--- config.mk ---
export PLATFORM = sky130hd
export DESIGN_NAME = core_run_scheduler
export DESIGN_NICKNAME = d
export VERILOG_FILES = /design/src/rtl/core_run_scheduler.sv
export SDC_FILE = /design/constraint.sdc
export NUM_CORES = 1
export LEC_CHECK = 0
export ABC_AREA = 1
export ABC_CLOCK_PERIOD_IN_PS = 2900
export CORE_MARGIN = 1
export CORE_UTILIZATION = 35
export CTS_CLUSTER_DIAMETER = 80
export CTS_CLUSTER_SIZE = 25
export DETAILED_ROUTE_END_ITERATION = 6
export GPL_TIMING_DRIVEN = 0
export SLEW_MARGIN = 20
export SYNTH_ARGS = -nofsm -noshare
export SYNTH_HDL_FRONTEND = slang
export SYNTH_SLANG_ARGS = --single-unit
--- constraint.sdc ---
create_clock -name clk -period 2.9 [get_ports clk]
set_clock_uncertainty 0.1 [all_clocks]
set_input_delay 0.29 -clock clk [delete_from_list [all_inputs] [get_ports clk]]
set_output_delay 0.29 -clock clk [all_outputs]
set_load 0.03 [all_outputs]
--- src/rtl/core_run_scheduler.sv ---
// rtl/core_run_scheduler.sv - host-command sequencer gating the core clock enable and reset
module core_run_scheduler #(
    parameter int CNT_WIDTH = 32
) (
    input  logic                 clk,
    input  logic                 reset,
    input  logic                 cmd_valid,
    output logic                 cmd_ready,
    input  logic [2:0]           cmd_op,
    input  logic [31:0]          cmd_arg,
    output logic                 clk_core_en,
    output logic                 reset_core,
    input  logic                 rvfi_valid,
    input  logic                 rvfi_trap,
    input  logic                 rvfi_halt,
    input  logic [31:0]          rvfi_pc_wdata,
    output logic                 busy,
    output logic                 done_valid,
    output logic [1:0]           done_cause,
    output logic                 cmd_error,
    output logic [CNT_WIDTH-1:0] cycle_count,
    output logic [CNT_WIDTH-1:0] retired_count
);

    typedef enum logic [2:0] {
        S_IDLE,
        S_RESETTING,
        S_RUN_CYC,
        S_RUN_BP,
        S_RUN_INSN
    } state_t;

    localparam logic [2:0] OP_NOP         = 3'd0;
    localparam logic [2:0] OP_RESET_CORE  = 3'd1;
    localparam logic [2:0] OP_RUN_CYCLES  = 3'd2;
    localparam logic [2:0] OP_RUN_UNTIL   = 3'd3;
    localparam logic [2:0] OP_STEP_INSN   = 3'd4;
    localparam logic [2:0] OP_HALT        = 3'd5;
    localparam logic [2:0] OP_CLEAR_COUNT = 3'd6;

    localparam logic [1:0] CAUSE_COUNT = 2'd0;
    localparam logic [1:0] CAUSE_BP    = 2'd1;
    localparam logic [1:0] CAUSE_TRAP  = 2'd2;
    localparam logic [1:0] CAUSE_HALT  = 2'd3;

    state_t                 state, state_d;
    logic [31:0]            remain, remain_d;
    logic [31:0]            target, target_d;
    logic                   en_d, rc_d, dv_d, err_d;
    logic [1:0]             dc_d;
    logic [CNT_WIDTH-1:0]   cyc_d, ret_d;
    logic                   accept, retire;
    logic                   trap_ev, bp_ev, cnt_ev, halt_ev;

    // Ready and busy are pure decodes of the registered state.
    assign cmd_ready = (state != S_RESETTING);
    assign busy      = (state != S_IDLE);
    assign accept    = cmd_valid && cmd_ready;
    assign retire    = clk_core_en && rvfi_valid;

    // Next-state and next-output computation; remain doubles as reset length and run down-counter.
    always_comb begin
        state_d  = state;
        remain_d = remain;
        target_d = target;
        en_d     = clk_core_en;
        rc_d     = reset_core;
        dv_d     = done_valid;
        dc_d     = done_cause;
        err_d    = 1'b0;
        cyc_d    = cycle_count;
        ret_d    = retired_count;
        trap_ev  = 1'b0;
        bp_ev    = 1'b0;
        cnt_ev   = 1'b0;
        halt_ev  = 1'b0;
        case (state)
            S_IDLE: begin
                if (accept && cmd_op != OP_NOP) begin
                    dv_d = 1'b0;
                    case (cmd_op)
                        OP_RESET_CORE: begin
                            state_d  = S_RESETTING;
                            remain_d = (cmd_arg[7:0] == 8'd0) ? 32'd1 : {24'd0, cmd_arg[7:0]};
                            en_d     = 1'b1;
                            rc_d     = 1'b1;
                        end
                        OP_RUN_CYCLES, OP_STEP_INSN: begin
                            if (cmd_arg == 32'd0) begin
                                dv_d = 1'b1;
                                dc_d = CAUSE_COUNT;
                            end else begin
                                state_d  = (cmd_op == OP_RUN_CYCLES) ? S_RUN_CYC : S_RUN_INSN;
                                remain_d = cmd_arg;
                                en_d     = 1'b1;
                            end
                        end
                        OP_RUN_UNTIL: begin
                            state_d  = S_RUN_BP;
                            target_d = cmd_arg;
                            en_d     = 1'b1;
                        end
                        OP_CLEAR_COUNT: begin
                            cyc_d = '0;
                            ret_d = '0;
                        end
                        OP_HALT: begin
                        end
                        default: err_d = 1'b1;
                    endcase
                end
            end
            S_RESETTING: begin
                if (remain == 32'd1) begin
                    state_d = S_IDLE;
                    en_d    = 1'b0;
                    rc_d    = 1'b0;
                end else begin
                    remain_d = remain - 32'd1;
                end
            end
            default: begin
                if (clk_core_en) begin
                    cyc_d = cycle_count + 1'b1;
                end
                if (retire) begin
                    ret_d = retired_count + 1'b1;
                end
                if (state == S_RUN_CYC || (state == S_RUN_INSN && retire)) begin
                    remain_d = remain - 32'd1;
                    cnt_ev   = (remain == 32'd1);
                end
                trap_ev = retire && (rvfi_trap || rvfi_halt);
                bp_ev   = (state == S_RUN_BP) && retire && (rvfi_pc_wdata == target);
                halt_ev = accept && (cmd_op == OP_HALT);
                if (accept && cmd_op != OP_NOP && cmd_op != OP_HALT) begin
                    err_d = 1'b1;
                end
                if (trap_ev || bp_ev || cnt_ev || halt_ev) begin
                    state_d = S_IDLE;
                    en_d    = 1'b0;
                    dv_d    = 1'b1;
                    if (trap_ev)     dc_d = CAUSE_TRAP;
                    else if (bp_ev)  dc_d = CAUSE_BP;
                    else if (cnt_ev) dc_d = CAUSE_COUNT;
                    else             dc_d = CAUSE_HALT;
                end
            end
        endcase
    end

    // State and output registers; the core is held in reset from power-up.
    always_ff @(posedge clk or negedge reset) begin
        if (!reset) begin
            state         <= S_IDLE;
            remain        <= 32'd0;
            target        <= 32'd0;
            clk_core_en   <= 1'b0;
            reset_core    <= 1'b1;
            done_valid    <= 1'b0;
            done_cause    <= 2'd0;
            cmd_error     <= 1'b0;
            cycle_count   <= '0;
            retired_count <= '0;
        end else begin
            state         <= state_d;
            remain        <= remain_d;
            target        <= target_d;
            clk_core_en   <= en_d;
            reset_core    <= rc_d;
            done_valid    <= dv_d;
            done_cause    <= dc_d;
            cmd_error     <= err_d;
            cycle_count   <= cyc_d;
            retired_count <= ret_d;
        end
    end

endmodule

==> flow_summary.json <==
{
  "status": "complete, but fails checks",
  "violations_in_the_final_reports": "design-rule violations",
  "top_layer_used": "met4",
  "tritoncts": "built",
  "worst_relative_slew_slack_pct": 43.2,
  "final-setup-viol-count": 0,
  "synthMuxAreaShare_pct": 0.502,
  "final.min_clock_period_ns": 2.78,
  "postLayoutSetupSlackWorst_ns": 0.121,
  "critPathRequiredTime_ns": 3.12,
  "synthTopCellsByArea": "sky130_fd_sc_hd__dfrtp_1, sky130_fd_sc_hd__nand2_1, sky130_fd_sc_hd__nor2_1",
  "met1_wire_length_um": 14200,
  "synth_largest_type_area_fraction_pct": 37.9,
  "multi_input_comb_area_mm2": 0.00474,
  "grt_pass1_vias": 8679,
  "seq_area_frac_synth_pct": 38.2,
  "whs_ns": 0.282,
  "cts.path.max_buffers": 2,
  "dominant_combinational_cell_family_by_area_after_synthesis": "simple AND/OR/NAND/NOR gates",
  "initialDrtViolationCount": 804,
  "place.detailed.hpwl_um": 22800,
  "synth_compound_gate_area_share_pct": 11.1,
  "power-per-cell-area_mw_per_mm2": 878,
  "initial_antenna_violation_count": 0,
  "p_leak_nw": 5.08,
  "cts-htree-levels": 4,
  "timing.hold.worst.class": "primary input to asynchronous set/reset pin",
  "yosys.area_share.adder_pct": 0.558,
  "place_congestion": 0.954,
  "synthesis.area_per_instance_um2": 6.82,
  "synthSimpleGateAreaFrac_pct": 35.6,
  "synth.net_count": 1393,
  "firstDrtPassIters": 7,
  "io_pins": 145,
  "grt_first_pass_wirelength_um": 47300,
  "timing.max_cap.violations": 0,
  "die_x_um": 162,
  "route.met3.wl_um": 1790,
  "cts.root.buffer_cell": "sky130_fd_sc_hd__clkbuf_16",
  "drcViolationCount": 2,
  "post_route_cells_drive_above_1_share_pct": 7.10,
  "areaGrowthSynthToFinish_pct": 27.6,
  "row_count": 58,
  "global_route.usage.total_pct": 23.2,
  "core_region_area_mm2": 0.0252,
  "grt_max_degree": 75,
  "synth-edff-count": 0,
  "viasPerCell": 5.07,
  "register_area_mm2": 0.00343,
  "final_cells": 1823,
  "most_frequent_cell_after_synthesis": "sky130_fd_sc_hd__nand2_1",
  "grt-ovfl-total": 0,
  "crit_fanout": 18,
  "worst-setup-path-type": "flop to flop",
  "worstSetupStartpoint": "state[1]$_DFFE_PN0P_",
  "cp-end-kind": "flop",
  "hold_violations": 0,
  "yosys.area_share.xor_xnor_pct": 4.98,
  "detailroute.via_count": 9247,
  "synthArstFlopShare_pct": 100,
  "tritoncts.num_buffers": 17,
  "die-height_um": 162,
  "post-layout-total-power_w": 0.0101,
  "worstPathArrival_ns": 3.00,
  "wl_per_cell_um": 16.4,
  "fmax_ghz": 0.360,
  "number_of_nets_in_the_final_layout": 1557,
  "place_inst": 1791,
  "cp-start-kind": "flop",
  "num_antenna_cells": 0,
  "design.die.area_mm2": 0.0263,
  "post-synth-top-area-cell": "sky130_fd_sc_hd__dfrtp_1",
  "critical_path.reg2reg.startpoint": "state[1]$_DFFE_PN0P_",
  "pre_cts_slack_ns": 0.177,
  "synth.cell_area_mm2": 0.00897,
  "clock_insertion_delay_worst_skew_ns": 0.43,
  "detail_route.wirelength_um": 29800,
  "maxSlewViolCount": 0,
  "min_period_over_period_pct": 95.8,
  "synth-warning-count": 0,
  "start_util_pct": 35.6,
  "clock_input_transition_at_the_sequential_cells_of_the_worst_setup_and_hold_paths_ns": 0.06,
  "routed-wl-met2_um": 13300,
  "synthesized_instance_count": 1316,
  "port-buffer-count": 144,
  "vdd_drop_max_uv": 397,
  "ys_ff_latch": 137,
  "yosysUniqueCellTypes": 47,
  "clock_sink_count": 137,
  "synth_commonest_cells": "sky130_fd_sc_hd__nand2_1, sky130_fd_sc_hd__nor2_1, sky130_fd_sc_hd__inv_1",
  "timing_worst_slew_pin_value_ns": 0.851,
  "postRouteAntennaNets": 0,
  "layout.filler_cells": 2621,
  "ys.flop_type": "sky130_fd_sc_hd__dfrtp_1",
  "setup_repair_after_global_routing_missed_its_margin": "false"
}
==> final timing paths <==
| check | endpoint | slack (ns) | cells past startpoint |
|---|---|---|---|
| setup / recovery | remain[28]$_DFFE_PN0P_ | 0.12 | 10 |
| hold / removal | retired_count[30]$_DFFE_PN0P_ | 0.28 | 2 |
| setup reg to reg | remain[28]$_DFFE_PN0P_ | 0.12 | 10 |
| hold reg to reg | target[1]$_DFFE_PN0P_ | 0.39 | 2 |
| max in group asynchronous | reset_core$_DFFE_PN1P_ | 1.66 | 3 |
| min in group clk | target[1]$_DFFE_PN0P_ | 0.39 | 2 |
==> routing by layer <==
metal | global-route usage [%] | vias to the layer above
met5 | 0 | -
met1 | 33.5 | 4351
met3 | 3.06 | 35
met4 | 6.48 | 0
met2 | 35.9 | 292
li1 | - | 4569
==> cell type report <==
cell class / instances / share of cell area [%]
multi-input combinational: 981 / 41.4
clock inverter: 13 / 1.26
timing repair buffer: 146 / 13.0
clock buffer: 19 / 3.87
inverter: 164 / 5.44
tap: 330 / 3.60
sequential: 137 / 29.9
buffer: 33 / 1.56
==> power breakdown <==
| part | total (W) | internal (W) | switching (W) | leakage (nW) |
|---|---|---|---|---|
| combinational | 0.00488 | 0.00155 | 0.00333 | 2.98 |
| clock | 0.00222 | 0.00130 | 0.000923 | 0.288 |
| sequential | 0.00296 | 0.00244 | 0.000515 | 1.82 |
| total | 0.0101 | 0.00529 | 0.00477 | 5.08 |
==> metrics by stage <==
| step | TNS (ns) | cell area (um2) | utilization (%) |
|---|---|---|---|
| 4_1_cts | 0 | 11500 | 45.5 |
| 6_report | 0 | 11500 | 45.5 |
| 2_1_floorplan | 0 | 8970 | - |
| 5_1_grt | 0 | 11500 | 45.5 |
| 3_3_place_gp | -608.96 | 10800 | 43.0 |
| 3_5_place_dp | 0 | 10900 | 43.1 |
==> state kept, by name (all words and copies together) (netlist names) <==
register,cells
clk_core_en,1
state,3
cycle_count,32
target,32
done_valid,1
remain,32
cmd_error,1
done_cause,2
retired_count,32
reset_core,1
==> what timing repair did <==
| action | CTS | global route |
|---|---|---|
| buffers inserted | 0 | 0 |
| setup endpoints to repair | 1 | 0 |
| hold endpoints to repair | 63 | 0 |
| hold buffers | 1 | 0 |
| resized for setup | 0 | 0 |
==> cells by family after synthesis <==
kind of cell             Yosys count
AO/OA/AOI/OAI                    173
XOR/XNOR                          51
adder cells (fa/ha/maj)            4
buffers and inverters            198
flip-flops                       137
multiplexers                       4
AND/OR/NAND/NOR                  749
==> worst max-delay path, cell delays in order (launching register included) <==
cell	delay, ns
sky130_fd_sc_hd__dfrtp_1	0.43
sky130_fd_sc_hd__inv_2	0.09
sky130_fd_sc_hd__nand2_2	0.06
sky130_fd_sc_hd__inv_4	0.10
sky130_fd_sc_hd__nand2_4	0.17
sky130_fd_sc_hd__inv_4	0.15
sky130_fd_sc_hd__buf_2	0.29
sky130_fd_sc_hd__clkbuf_1	0.68
sky130_fd_sc_hd__o21ai_0	0.35
sky130_fd_sc_hd__nand3_1	0.18
sky130_fd_sc_hd__nand2_1	0.06
==> layout by cell type (no fill, tap or decap), drive strengths merged, types with 16 or more instances in the layout <==
cell	instances
a21oi	31
buf	23
clkbuf	31
clkdlybuf4s50	143
dfrtp	136
inv	167
nand2	411
nand3	61
nand4	39
nor2	170
nor3	42
nor4	16
o21ai	107
o31ai	20
xnor2	19
xor2	32
Power figures use the tool's default switching activity.
==> edit 1: new RTL, same settings <==
Change the parameter `CNT_WIDTH` from 32 to 24.
--- a/src/rtl/core_run_scheduler.sv
+++ b/src/rtl/core_run_scheduler.sv
@@ -1,6 +1,6 @@
 // rtl/core_run_scheduler.sv - host-command sequencer gating the core clock enable and reset
 module core_run_scheduler #(
-    parameter int CNT_WIDTH = 32
+    parameter int CNT_WIDTH = 24
 ) (
     input  logic                 clk,
     input  logic                 reset,
Ports: changed (resized cycle_count and retired_count); port bits go from 145 to 129. No check against the original RTL was run, so the function may have changed too.
==> edit 1 against the unedited design <==
Routed wire length is 17% lower. Combinational power is 5.3% lower. Sequential cell count fell by 16. Sequential power shrank 6%. Area after synthesis down 13%. Non-clock buffer count is 19 lower. Cell area fell by 12%. Utilization rose by 0.84 points. Total power decreased by 2.9%. Largest cell class unchanged. Register-to-register slack better by 380 ps. Setup slack improved by 20 ps.
==> edit 1: results (changes against the unedited design) <==
outcome complete, no violations (was complete, but fails checks); mux contribution to synthesized area 0% (was 0.502%); Synth Area in Compound Gates 13.1% (was 11.1%); Slowest-stage cell, CP clkdlybuf4s50_1 (was clkbuf_1); footprint of the multi-input gates 4010 µm² (was 4740 µm²); worst slew pin tran 675 ps (was 851 ps); largest net degree at the start of global routing 62 (was 75); Initial DRT Pass Iterations 6 (was 7); routability cong. 0.914 (was 0.954); clk tree area frac 6.42% (was 5.12%); max-slew violations 0 (unchanged); WL/cell 16.0 µm (was 16.4 µm); Final Non-Filler Cells 1555 (was 1823); Via density 5.01 (was 5.07); crit path DAT 2370 ps (was 3000 ps); Seq/total area 30.0% (was 29.9%); Reg2Reg Depth 13 (was 10); comb pwr 4.62 mW (was 4.88 mW); Inst Count DP 1523 (was 1791); Peak supply drop 0.601 mV (was 0.397 mV); Synth Net Count 1191 (was 1393); DP Area 9450 µm² (was 10900 µm²); gr usage total 22.2% (was 23.2%); Die W 151 µm (was 162 µm); Max FO, Critical Path 19 (was 18); buffer share of cell area 14.7% (was 14.5%); fraction of area in multi-input gates 39.6% (was 41.4%); vias in the first global route 7098 (was 8679); Initial DRC Count 474 (was 804); PortBufs 128 (was 144); Leak 4.56 nW (was 5.08 nW); DP Wirelength 19200 µm (was 22800 µm); Sw Share 45.6% (was 47.4%); fin nets 1339 (was 1557); clk pwr 2.37 mW (was 2.22 mW); Multi-input comb cells 806 (was 981); Cell variety after synth 41 (was 47); Syn Area/Cell 6.99 µm² (was 6.82 µm²); crit path from state[2]$_DFFE_PN0P_ (was state[1]$_DFFE_PN0P_); total power 9.77 mW (was 10.1 mW); commonest cells in the netlist nand2_1, inv_1, dfrtp_1 (was nand2_1, nor2_1, inv_1); Setup crit end busy (was remain[28]$_DFFE_PN0P_); # clk buffers 18 (was 19); inverters 156 (was 164); first-pass GRT wire length 38600 µm (was 47300 µm); hold_ws 287 ps (was 282 ps); CP max stage delay 780 ps (was 680 ps); # fillers 2226 (was 2621); Worst R2R Setup Slack 500 ps (was 120 ps); reg2reg end cycle_count[5]$_DFFE_PN0P_ (was remain[28]$_DFFE_PN0P_); Non-clk bufs 160 (was 179); share of layout cells above drive strength 1 7.45% (was 7.10%)
[edit 1: cell types whose count changed after synthesis, moves of 5 or more]
cell	delta
a21oi_1	-8
o31ai_2	-6
o31ai_1	+5
nand2_1	-112
o21ai_1	-6
inv_1	-5
o21ai_2	+5
nor4_1	-13
nor2_1	-44
o21ai_0	+8
xor2_1	-8
xnor2_1	+5
dfrtp_1	-16
[edit 1: metal layers]
layer / vias to the layer above / wire, µm / part of all wire, % / track usage (%)
met3: 32 / 1180 / 4.7 / 3.34
met1: 3657 / 12100 / 49 / 31.9
met5: - / 0 / 0 / 0
met2: 185 / 11100 / 45 / 34.0
li1: 3918 / - / - / -
met4: 0 / 438 / 1.8 / 7.10
[edit 1: what timing repair did]
action                                  4_1_cts  5_1_grt
hold endpoints to repair                     59        0
endpoints found under the setup margin        1        0
hold buffers                                  1        0
==> edit 2: new RTL, same settings <==
Made on the original files. The 5 states of `state_t` get a Gray code encoding in 3 bits.
--- a/src/rtl/core_run_scheduler.sv
+++ b/src/rtl/core_run_scheduler.sv
@@ -23,11 +23,11 @@
 );
 
     typedef enum logic [2:0] {
-        S_IDLE,
-        S_RESETTING,
-        S_RUN_CYC,
-        S_RUN_BP,
-        S_RUN_INSN
+        S_IDLE      = 3'b000,
+        S_RESETTING = 3'b001,
+        S_RUN_CYC   = 3'b011,
+        S_RUN_BP    = 3'b010,
+        S_RUN_INSN  = 3'b110
     } state_t;
 
     localparam logic [2:0] OP_NOP         = 3'd0;
Function: no difference found for any inputs over 4 cycles, from zero or initial values and one cycle with reset low; so few cycles prove little.
==> edit 2 against the unedited design <==
Area after synthesis grew 1.9%. Fmax shrank 0.98%. Total power is 9.9% higher. Register-to-register slack improved by 360 ps. Sequential cell count did not move. Setup slack lost 28 ps. Cell area rose by 2.3%. Non-clock buffer count rose by 1. Sequential share of layout area decreased by 0.68 points. Routed wire length is 2.1% lower.
==> edit 2: results (changes against the unedited design) <==
DP Wirelength 22600 µm (was 22800 µm); met1 WL 13700 µm (was 14200 µm); pwr/cell area 943 nW/µm² (was 878 nW/µm²); Sw Share 45.7% (was 47.4%); # clk buffers 20 (was 19); Initial DRT Pass Iterations 5 (was 7); worst slew pin tran 821 ps (was 851 ps); Max FO, Critical Path 19 (was 18); met2 Resource Use GR 36.1% (was 35.9%); sequential power 3.15 mW (was 2.96 mW); mux contribution to synthesized area 0% (was 0.502%); # fillers 2645 (was 2621); first-pass GRT wire length 47300 µm (about the same); Slowest-stage cell, CP clkdlybuf4s50_1 (was clkbuf_1); Syn Inst Count 1318 (was 1316); Multi-input comb cells 955 (was 981); buffer share of cell area 14.5% (about the same); Seq/total area 29.3% (was 29.9%); inverters 191 (was 164); CP max stage delay 770 ps (was 680 ps); DP Area 11000 µm² (was 10900 µm²); sequential cell area fraction in the yosys report 37.5% (was 38.2%); Cell variety after synth 55 (was 47); Initial DRC Count 826 (was 804); adder-cell share of the synthesized area 0.547% (was 0.558%); Non-clk bufs 180 (was 179); Vias 9206 (was 9247); Inst Count DP 1793 (was 1791); clk tree area frac 5.83% (was 5.12%); DRC viols 0 (was 2); met1 Use GR 31.9% (was 33.5%); post-synthesis xor/xnor area fraction 4.98% (about the same); DRT Wirelength 29200 µm (was 29800 µm); met2 WL post-DR 13400 µm (was 13300 µm); largest net degree at the start of global routing 79 (was 75); crit path DAT 2420 ps (was 3000 ps); outcome complete, no violations (was complete, but fails checks); share of layout cells above drive strength 1 8.03% (was 7.10%); vias in the first global route 8815 (was 8679); fin nets 1559 (was 1557); commonest cells in the netlist nand2_1, inv_1, nor2_1 (was nand2_1, nor2_1, inv_1); footprint of the multi-input gates 4760 µm² (was 4740 µm²); detailed route wirelength on metal3 1490 µm (was 1790 µm); main area contributors after synthesis dfrtp_1, nand2_1, inv_1, nor2_1, o21ai_0 (was dfrtp_1, nand2_1, nor2_1, inv_1, o21ai_0); Synth Net Count 1395 (was 1393); Synth Area in Compound Gates 11.9% (was 11.1%); die area 26800 µm² (was 26300 µm²)
-- edit 2: changes by cell type after synthesis, sizes merged, moves of 5 or more --
cell and delta:
nand3 +17, nand2 -31, inv +26, nor4 -9, nor2 -5, or2 -6
-- edit 2: worst paths after layout --
check / cells past startpoint / startpoint / end / slack (ps)
setup / recovery: 6 / state[2]$_DFFE_PN0P_ / busy / 90
hold / removal: 2 / reset / remain[3]$_DFFE_PN0P_ / 320
setup reg to reg: 8 / state[2]$_DFFE_PN0P_ / remain[31]$_DFFE_PN0P_ / 480
hold reg to reg: 2 / target[31]$_DFFE_PN0P_ / target[31]$_DFFE_PN0P_ / 390
max in group asynchronous: 3 / reset / reset_core$_DFFE_PN1P_ / 1630
min in group clk: 2 / target[31]$_DFFE_PN0P_ / target[31]$_DFFE_PN0P_ / 390
-- edit 2: cell families (layout without fill, tap and decap cells) --
group,after synthesis,count (layout)
xor+xnor,52,52
buf+inv,226,402
fa+ha+maj,4,4
compound gates,181,181
simple gates,718,718
flops,137,137
